===== src/rtl/lsu_ctrl_pkg.sv =====
// Shared encodings for the load/store unit: op fields, size codes, exception causes, FSM states.
package lsu_ctrl_pkg;

  typedef struct packed {
    logic       store;
    logic       uns;
    logic [1:0] size;
  } mem_op_t;

  localparam logic [1:0] SZ_B = 2'b00;
  localparam logic [1:0] SZ_H = 2'b01;
  localparam logic [1:0] SZ_W = 2'b10;
  localparam logic [1:0] SZ_D = 2'b11;

  typedef enum logic [1:0] {
    CAUSE_NONE        = 2'b00,
    CAUSE_LD_MISALIGN = 2'b01,
    CAUSE_ST_MISALIGN = 2'b10,
    CAUSE_BUS_FAULT   = 2'b11
  } exc_cause_e;

  localparam logic [0:0] ST_IDLE = 1'b0;
  localparam logic [0:0] ST_BUSY = 1'b1;

  // Doubleword accesses are only legal on a 64-bit datapath.
  function automatic logic misaligned(input logic [1:0] size, input logic [2:0] lo,
                                      input logic d_legal);
    case (size)
      SZ_B:    misaligned = 1'b0;
      SZ_H:    misaligned = lo[0];
      SZ_W:    misaligned = |lo[1:0];
      default: misaligned = !d_legal || (|lo);
    endcase
  endfunction

endpackage


===== src/rtl/lsu_align.sv =====
// Combinational lane logic: byte enables and store replication for the request side,
// lane extraction with sign/zero extension for returned load data.
module lsu_align
  import lsu_ctrl_pkg::*;
#(
  parameter int XLEN  = 32,
  parameter int BE_W  = XLEN / 8,
  parameter int OFF_W = $clog2(BE_W)
) (
  input  logic [1:0]       st_size_i,
  input  logic [OFF_W-1:0] st_off_i,
  input  logic [XLEN-1:0]  sdata_i,
  input  logic [1:0]       ld_size_i,
  input  logic             ld_unsigned_i,
  input  logic [OFF_W-1:0] ld_off_i,
  input  logic [XLEN-1:0]  rdata_i,
  output logic [BE_W-1:0]  be_o,
  output logic [XLEN-1:0]  wdata_o,
  output logic [XLEN-1:0]  ldata_o
);

  logic [BE_W-1:0]        be_mask;
  logic [6:0]             sh;
  logic [XLEN-1:0]        shifted;
  logic [XLEN-1:0]        up;
  logic signed [XLEN-1:0] sext;

  always_comb begin
    case (st_size_i)
      SZ_B:    be_mask = BE_W'(1);
      SZ_H:    be_mask = BE_W'(3);
      SZ_W:    be_mask = BE_W'(15);
      default: be_mask = '1;
    endcase
  end

  assign be_o = be_mask << st_off_i;

  // Every lane carries the low bytes of the store data so any offset sees its data.
  for (genvar gi = 0; gi < BE_W; gi++) begin : g_lane
    assign wdata_o[8*gi +: 8] = (st_size_i == SZ_B) ? sdata_i[7:0] :
                                (st_size_i == SZ_H) ? sdata_i[8*(gi%2) +: 8] :
                                (st_size_i == SZ_W) ? sdata_i[8*(gi%4) +: 8] :
                                                      sdata_i[8*gi +: 8];
  end

  always_comb begin
    case (ld_size_i)
      SZ_B:    sh = 7'(XLEN - 8);
      SZ_H:    sh = 7'(XLEN - 16);
      SZ_W:    sh = 7'(XLEN - 32);
      default: sh = 7'd0;
    endcase
  end

  // Move the lane to the top, then shift back down logically or arithmetically.
  assign shifted = rdata_i >> {ld_off_i, 3'b000};
  assign up      = shifted << sh;
  assign sext    = $signed(up) >>> sh;
  assign ldata_o = ld_unsigned_i ? (up >> sh) : sext;

endmodule


===== src/rtl/lsu_ctrl.sv =====
// MEM-stage load/store controller: issues one req/ack bus transaction per memory op,
// stalls EX meanwhile, and registers writeback or a precise exception.
module lsu_ctrl
  import lsu_ctrl_pkg::*;
#(
  parameter int XLEN    = 32,
  parameter int TIMEOUT = 255,
  parameter int BE_W    = XLEN / 8
) (
  input  logic            clk,
  input  logic            rst,
  input  logic            ex_valid_i,
  input  logic            mem_en_i,
  input  logic [3:0]      op_i,
  input  logic [XLEN-1:0] addr_i,
  input  logic [XLEN-1:0] sdata_i,
  input  logic [4:0]      wd_i,
  input  logic            wreg_i,
  input  logic [XLEN-1:0] wdata_i,
  input  logic            int_assert_i,
  output logic            stall_o,
  output logic            bus_req_o,
  output logic            bus_we_o,
  output logic [XLEN-1:0] bus_addr_o,
  output logic [BE_W-1:0] bus_be_o,
  output logic [XLEN-1:0] bus_wdata_o,
  input  logic            bus_ack_i,
  input  logic            bus_err_i,
  input  logic [XLEN-1:0] bus_rdata_i,
  output logic            wb_valid_o,
  output logic [4:0]      wd_o,
  output logic            wreg_o,
  output logic [XLEN-1:0] wdata_o,
  output logic            exc_o,
  output logic [1:0]      exc_cause_o,
  output logic [XLEN-1:0] exc_addr_o
);

  localparam int OFF_W = $clog2(BE_W);
  localparam int CNT_W = (TIMEOUT > 1) ? $clog2(TIMEOUT) : 1;
  localparam logic [CNT_W-1:0] CNT_LAST = CNT_W'((TIMEOUT > 0) ? TIMEOUT - 1 : 0);
  localparam logic [XLEN-1:0] ADDR_MASK = ~XLEN'(BE_W - 1);

  logic [0:0]       state_q, state_d;
  logic [CNT_W-1:0] cnt_q, cnt_d;
  mem_op_t          op_q, op_d;
  logic [4:0]       ld_wd_q, ld_wd_d;
  logic [XLEN-1:0]  req_addr_q, req_addr_d;
  logic             bus_we_q, bus_we_d;
  logic [BE_W-1:0]  bus_be_q, bus_be_d;
  logic [XLEN-1:0]  bus_wdata_q, bus_wdata_d;
  logic             wb_valid_q, wb_valid_d;
  logic [4:0]       wd_q, wd_d;
  logic             wreg_q, wreg_d;
  logic [XLEN-1:0]  wdata_q, wdata_d;
  logic             exc_q, exc_d;
  logic [1:0]       exc_cause_q, exc_cause_d;
  logic [XLEN-1:0]  exc_addr_q, exc_addr_d;

  logic            busy, mem_req, mis, timeout_hit, term;
  logic [BE_W-1:0] be_c;
  logic [XLEN-1:0] rep_c, ldata_c;

  lsu_align #(.XLEN(XLEN), .BE_W(BE_W), .OFF_W(OFF_W)) u_align (
    .st_size_i    (op_i[1:0]),
    .st_off_i     (addr_i[OFF_W-1:0]),
    .sdata_i      (sdata_i),
    .ld_size_i    (op_q.size),
    .ld_unsigned_i(op_q.uns),
    .ld_off_i     (req_addr_q[OFF_W-1:0]),
    .rdata_i      (bus_rdata_i),
    .be_o         (be_c),
    .wdata_o      (rep_c),
    .ldata_o      (ldata_c)
  );

  assign busy        = (state_q == ST_BUSY);
  assign mem_req     = (state_q == ST_IDLE) && ex_valid_i && mem_en_i && !int_assert_i;
  assign mis         = misaligned(op_i[1:0], addr_i[2:0], XLEN == 64);
  assign timeout_hit = (TIMEOUT != 0) && (cnt_q == CNT_LAST);
  assign term        = busy && (bus_err_i || timeout_hit || bus_ack_i);
  // Gated by rst so an abandoned transaction releases the pipeline at once.
  assign stall_o     = !rst && ((mem_req && !mis) || (busy && !term));

  always_comb begin
    state_d     = state_q;
    cnt_d       = cnt_q;
    op_d        = op_q;
    ld_wd_d     = ld_wd_q;
    req_addr_d  = req_addr_q;
    bus_we_d    = bus_we_q;
    bus_be_d    = bus_be_q;
    bus_wdata_d = bus_wdata_q;
    wb_valid_d  = 1'b0;
    wd_d        = wd_q;
    wreg_d      = wreg_q;
    wdata_d     = wdata_q;
    exc_d       = 1'b0;
    exc_cause_d = exc_cause_q;
    exc_addr_d  = exc_addr_q;
    case (state_q)
      ST_IDLE: begin
        if (ex_valid_i && !mem_en_i) begin
          wb_valid_d = 1'b1;
          wd_d       = wd_i;
          wreg_d     = wreg_i;
          wdata_d    = wdata_i;
        end else if (mem_req && mis) begin
          exc_d       = 1'b1;
          exc_cause_d = op_i[3] ? CAUSE_ST_MISALIGN : CAUSE_LD_MISALIGN;
          exc_addr_d  = addr_i;
        end else if (mem_req) begin
          state_d     = ST_BUSY;
          cnt_d       = '0;
          op_d        = mem_op_t'(op_i);
          ld_wd_d     = wd_i;
          req_addr_d  = addr_i;
          bus_we_d    = op_i[3];
          bus_be_d    = be_c;
          bus_wdata_d = rep_c;
        end
      end
      ST_BUSY: begin
        if (bus_err_i || timeout_hit) begin
          state_d     = ST_IDLE;
          exc_d       = 1'b1;
          exc_cause_d = CAUSE_BUS_FAULT;
          exc_addr_d  = req_addr_q;
        end else if (bus_ack_i) begin
          state_d    = ST_IDLE;
          wb_valid_d = 1'b1;
          wd_d       = ld_wd_q;
          wreg_d     = !op_q.store;
          wdata_d    = op_q.store ? '0 : ldata_c;
        end else begin
          cnt_d = cnt_q + 1'b1;
        end
      end
      default: state_d = ST_IDLE;
    endcase
  end

  always_ff @(posedge clk or posedge rst) begin
    if (rst) begin
      state_q     <= ST_IDLE;
      cnt_q       <= '0;
      op_q        <= '0;
      ld_wd_q     <= '0;
      req_addr_q  <= '0;
      bus_we_q    <= 1'b0;
      bus_be_q    <= '0;
      bus_wdata_q <= '0;
      wb_valid_q  <= 1'b0;
      wd_q        <= '0;
      wreg_q      <= 1'b0;
      wdata_q     <= '0;
      exc_q       <= 1'b0;
      exc_cause_q <= '0;
      exc_addr_q  <= '0;
    end else begin
      state_q     <= state_d;
      cnt_q       <= cnt_d;
      op_q        <= op_d;
      ld_wd_q     <= ld_wd_d;
      req_addr_q  <= req_addr_d;
      bus_we_q    <= bus_we_d;
      bus_be_q    <= bus_be_d;
      bus_wdata_q <= bus_wdata_d;
      wb_valid_q  <= wb_valid_d;
      wd_q        <= wd_d;
      wreg_q      <= wreg_d;
      wdata_q     <= wdata_d;
      exc_q       <= exc_d;
      exc_cause_q <= exc_cause_d;
      exc_addr_q  <= exc_addr_d;
    end
  end

  assign bus_req_o   = busy;
  assign bus_we_o    = bus_we_q;
  assign bus_addr_o  = req_addr_q & ADDR_MASK;
  assign bus_be_o    = bus_be_q;
  assign bus_wdata_o = bus_wdata_q;
  assign wb_valid_o  = wb_valid_q;
  assign wd_o        = wd_q;
  assign wreg_o      = wreg_q;
  assign wdata_o     = wdata_q;
  assign exc_o       = exc_q;
  assign exc_cause_o = exc_cause_q;
  assign exc_addr_o  = exc_addr_q;

endmodule


===== config.mk =====
export PLATFORM = sky130hd
export DESIGN_NAME = lsu_ctrl
export DESIGN_NICKNAME = d
export VERILOG_FILES = /design/src/rtl/lsu_ctrl_pkg.sv /design/src/rtl/lsu_align.sv /design/src/rtl/lsu_ctrl.sv
export SDC_FILE = /design/constraint.sdc
export NUM_CORES = 1
export LEC_CHECK = 0
export CAP_MARGIN = 20
export CORE_MARGIN = 10
export CORE_UTILIZATION = 35
export CTS_CLUSTER_SIZE = 16
export DETAILED_ROUTE_END_ITERATION = 8
export GPL_ROUTABILITY_DRIVEN = 0
export GPL_TIMING_DRIVEN = 0
export PLACE_DENSITY_LB_ADDON = 0.08
export REMOVE_ABC_BUFFERS = 1
export SLEW_MARGIN = 5
export SYNTH_ARGS = -nofsm -noshare
export SYNTH_HDL_FRONTEND = slang
export SYNTH_HIERARCHICAL = 1
export SYNTH_SLANG_ARGS = --single-unit

===== constraint.sdc =====
create_clock -name clk -period 7.34 [get_ports clk]
set_clock_uncertainty 0.2 [all_clocks]
set_input_delay 1.468 -clock clk [delete_from_list [all_inputs] [get_ports clk]]
set_output_delay 1.468 -clock clk [all_outputs]
set_load 0.005 [all_outputs]

==> flow_summary.rst <==
.. list-table::
   :header-rows: 1

   * - Metric
     - Value
   * - Yosys top cell by area
     - sky130_fd_sc_hd__dfrtp_1
   * - Clock group share of total power
     - 27.2%
   * - Clock tree from TritonCTS
     - yes
   * - Final routed wire length divided by cell count
     - 21.1 um
   * - Power spent charging and discharging nets
     - 0.980 mW
   * - Clock sink count
     - between 150 and 200
   * - Clock H-tree levels
     - 4
   * - Post-Route M1 WL
     - ~11 mm
   * - Leakage dissipation
     - ~5.0 nW
   * - Switching share of total power
     - between 20% and 30%
   * - Comb pwr share
     - around a third
   * - Finished Layout Cells
     - 1231
   * - Maximum clock frequency
     - about 0.16 GHz
   * - Gr ovfl total
     - 0
   * - Initial cell density of the core
     - 35.9%
   * - Post-cts hold buffer count
     - 0
   * - Terminating pin of the worst hold path
     - wdata_o[13]$_DFFE_PP0P_
   * - DR WL met2
     - 12.5 mm
   * - Total internal power
     - ~2.3 mW
   * - Arrival time worst endpoint
     - 4570 ps
   * - Final net count
     - approximately 1000
   * - Largest voltage drop on the vdd net
     - 0.191 mV
   * - Count of distinct cell types in the synthesized netlist
     - 44
   * - Via density per instance
     - ~5
   * - Clock insertion delay at the later pin of the skew report
     - around 420 ps
   * - Most repeated cell in the gate-level netlist after synthesis
     - sky130_fd_sc_hd__mux2_2
   * - Maximum number of pins on one net before global-route repair
     - between 100 and 150
   * - Overall die width
     - approximately 180 um
   * - Endpoint kind of the worst setup timing path
     - output pin
   * - Met3 wire length
     - 2.25 mm
   * - I/O pin count
     - slightly below 300
   * - Buffers from clock root to sink, at most
     - 2
   * - Std cell rows
     - 56
   * - Vert. Die Dim
     - 176 um
   * - Fraction of the cycle the final worst path needs
     - 84.9%
   * - Synthesized area
     - about 8500 sq um
   * - Overall routed net length
     - approximately 26 mm
   * - Maximum capacitance violations
     - 0
   * - WP data required
     - approximately 5700 ps
   * - Cell depth of the worst min-delay path
     - 1
   * - Area growth syn-to-layout
     - 43.0%
   * - Count of vias placed by the detailed router
     - between 6000 and 7000
   * - Global-route wire length before repair
     - 40.9 mm
   * - Normalized max-slew margin
     - roughly 39%
   * - Initial antenna violation count
     - 2
   * - Area of the multi-input gates
     - approximately 4000 sq um
   * - Worst flop-to-flop path endpoint
     - exc_addr_o[30]$_DFFE_PP0P_
   * - Pin slew with the least headroom to its limit
     - 914 ps
   * - Synthesized netlist cell count
     - 662
   * - Yosys warnings
     - 6
   * - Power per standard cell area
     - around 270 nW/um^2
   * - Proportion of synthesized flip-flops having asynchronous set or reset
     - 100%
   * - # Post-CTS Setup Buffers
     - 0
   * - Most area-consuming cells after synthesis
     - sky130_fd_sc_hd__dfrtp_1 47%, sky130_fd_sc_hd__mux2_2 22%, sky130_fd_sc_hd__mux2_4 5.1%
   * - Storage element area
     - 4010 sq um
   * - Register share of total power
     - between 30% and 40%
   * - Final worst setup slack
     - around 1100 ps
   * - Slack of the worst reg-to-reg path
     - 4560 ps
   * - Number of synthesized register bits
     - between 150 and 200
   * - Clk root buf
     - sky130_fd_sc_hd__clkbuf_16
   * - Layout Utilization
     - between 50% and 60%
   * - Total of buffers placed on input and output ports
     - 287
   * - Depth of the worst register-to-register path
     - 5
   * - CTS clk-pin slew, worst paths
     - ~70 ps
   * - Most instantiated flip-flop cell in the synthesis netlist
     - sky130_fd_sc_hd__dfrtp_1
   * - Finished Cell Area
     - between 10000 and 15000 sq um
   * - Origin of the worst min-delay path
     - wdata_o[13]$_DFFE_PP0P_
   * - Number of filler instances in the final layout
     - ~2100
   * - Final critical delay including setup and external delays
     - between 6000 and 7000 ps
   * - Worst reg2reg path startpoint
     - bus_req_o$_DFF_PP0_
   * - Minimum hold slack
     - between 200 and 300 ps
   * - Max-slew violation count
     - 0
   * - Die Outline Area
     - between 30000 and 40000 sq um
   * - Post-detail-place hpwl
     - slightly below 20 mm
   * - Setup Viol. Count Final
     - 0
   * - Post-route antenna net violation count
     - 0
   * - Number of buffers inserted during clock tree synthesis
     - 17
   * - Result of the run
     - finished clean
   * - Area fraction of the dominant cell type after synthesis
     - a little under half
   * - Tot GR Track Use
     - approximately 17%
   * - Share of layout cells above drive strength 1
     - 28.2%
   * - Final number of hold-violating endpoints
     - 0
   * - Number of enable flip-flop cells after synthesis
     - 0
   * - Dpl ws
     - between 1000 and 1500 ps
   * - Tightest Hold Check Type
     - reg -> reg
   * - Area of the placeable core
     - 23600 sq um
   * - Post-Place Cells
     - approximately 1200
   * - Via count of the first global-routing pass
     - about 6800
   * - RSZ-0062 raised after global routing
     - no
   * - Element type at the critical path start
     - input port
   * - Avg Cell Area, Syn
     - 12.8 sq um
   * - DR pass1 iterations
     - 4
   * - Count of unresolved DRC violations after routing
     - 0
   * - Highest routing layer actually used
     - met5
   * - Cell area after placement
     - roughly 11000 sq um
   * - Top cells by instance count after synthesis
     - 162 x sky130_fd_sc_hd__mux2_2, 160 x sky130_fd_sc_hd__dfrtp_1, 44 x sky130_fd_sc_hd__buf_4
   * - Class of the most critical setup path
     - in -> out
   * - Violation count after the first detailed-route iteration
     - 340
   * - Worst-path maximum fanout
     - 21
   * - Post-cts repair resize count
     - 0
   * - Sequential area share after synthesis
     - a little under half
==> worst max-delay path, stage by stage <==
cell	delay (ps)
sky130_fd_sc_hd__clkdlybuf4s50_1	1060
sky130_fd_sc_hd__a21oi_1	300
sky130_fd_sc_hd__o21ai_4	810
sky130_fd_sc_hd__a21o_1	390
sky130_fd_sc_hd__nor2_1	70
sky130_fd_sc_hd__clkdlybuf4s50_1	450
==> power groups by stage <==
stage / logic, mW / registers [mW] / clock network, mW
after floorplan: 0.453 / 1.28 / 0
after global placement: 1.13 / 1.27 / 0
after detailed placement: 1.17 / 1.28 / 0
after CTS: 1.17 / 1.26 / 0.939
after global routing: 1.26 / 1.29 / 0.975
final: 1.16 / 1.25 / 0.903
==> flip-flops by register name (all words and copies together), names as in the netlist <==
register and flops:
bus_be_o 4, req_addr_q 32, exc_o 1, bus_req_o 1, wd_o 5, wb_valid_o 1, wreg_o 1, bus_wdata_o 32
exc_addr_o 32, cnt_q 8, wdata_o 32, exc_cause_o 2, bus_we_o 1, op_q 3, ld_wd_q 5
==> layer usage <==
| layer | GRT usage [%] | vias to the layer above |
|---|---|---|
| met5 | 0 | - |
| met4 | 4.38 | 2 |
| met3 | 6.91 | 16 |
| met2 | 27.6 | 206 |
| met1 | 20.0 | 3050 |
| li1 | - | 2856 |
==> cell usage in the layout, fill, tap and decap left out, types with 13 or more instances in the layout <==
cell,netlist,final
sky130_fd_sc_hd__a21oi_1,26,26
sky130_fd_sc_hd__a22o_1,31,31
sky130_fd_sc_hd__clkbuf_16,0,17
sky130_fd_sc_hd__clkdlybuf4s50_1,0,287
sky130_fd_sc_hd__dfrtp_1,160,159
sky130_fd_sc_hd__mux2_2,162,162
sky130_fd_sc_hd__mux2_4,29,29
sky130_fd_sc_hd__mux2i_1,25,25
sky130_fd_sc_hd__nand2_1,15,15
sky130_fd_sc_hd__o21ai_0,13,13
==> kinds of logic (layout without fill, tap and decap cells) <==
logic type | count (synthesis) | count (layout) | share of synthesized area, %
flip-flops | 160 | 160 | 47.3
XOR/XNOR | 2 | 2 | 0.207
multiplexers | 226 | 226 | 31.0
AO/OA/AOI/OAI | 111 | 111 | 9.78
AND/OR/NAND/NOR | 71 | 71 | 4.67
other | 1 | 3 | 0.0443
adder cells (fa/ha/maj) | 2 | 2 | 0.295
buffers and inverters | 89 | 337 | 6.75
==> stage by stage <==
| stage | TNS, ps | power (mW) |
|---|---|---|
| 2_1_floorplan | 0 | 1.73 |
| 3_3_place_gp | -173880 | 2.40 |
| 3_5_place_dp | 0 | 2.44 |
| 4_1_cts | 0 | 3.37 |
| 5_1_grt | 0 | 3.52 |
| 6_report | 0 | 3.32 |
==> cell type report <==
| cell class | instances | share of cell area, % |
|---|---|---|
| Clock buffer | 17 | 3.51 |
| Sequential cell | 160 | 33.1 |
| Antenna cell | 1 | 0.0207 |
| Tap cell | 319 | 3.30 |
| Timing Repair Buffer | 298 | 26.0 |
| Inverter | 7 | 0.279 |
| Multi-Input combinational cell | 414 | 32.4 |
| Clock inverter | 15 | 1.42 |
==> how the worst max path moves through the flow <==
stage             from  slack (ps)                       to  depth (start not counted)
2_1_floorplan      rst        1350  bus_be_o[0]$_DFFE_PP0P_                          1
3_3_place_gp   op_i[1]       -1610                  stall_o                          6
3_5_place_dp   op_i[0]        1050                  stall_o                          6
4_1_cts        op_i[0]        1050                  stall_o                          6
5_1_grt        op_i[0]         900                  stall_o                          6
6_report       op_i[0]        1110                  stall_o                          6
Note: power is estimated with default switching activity, not from simulation.
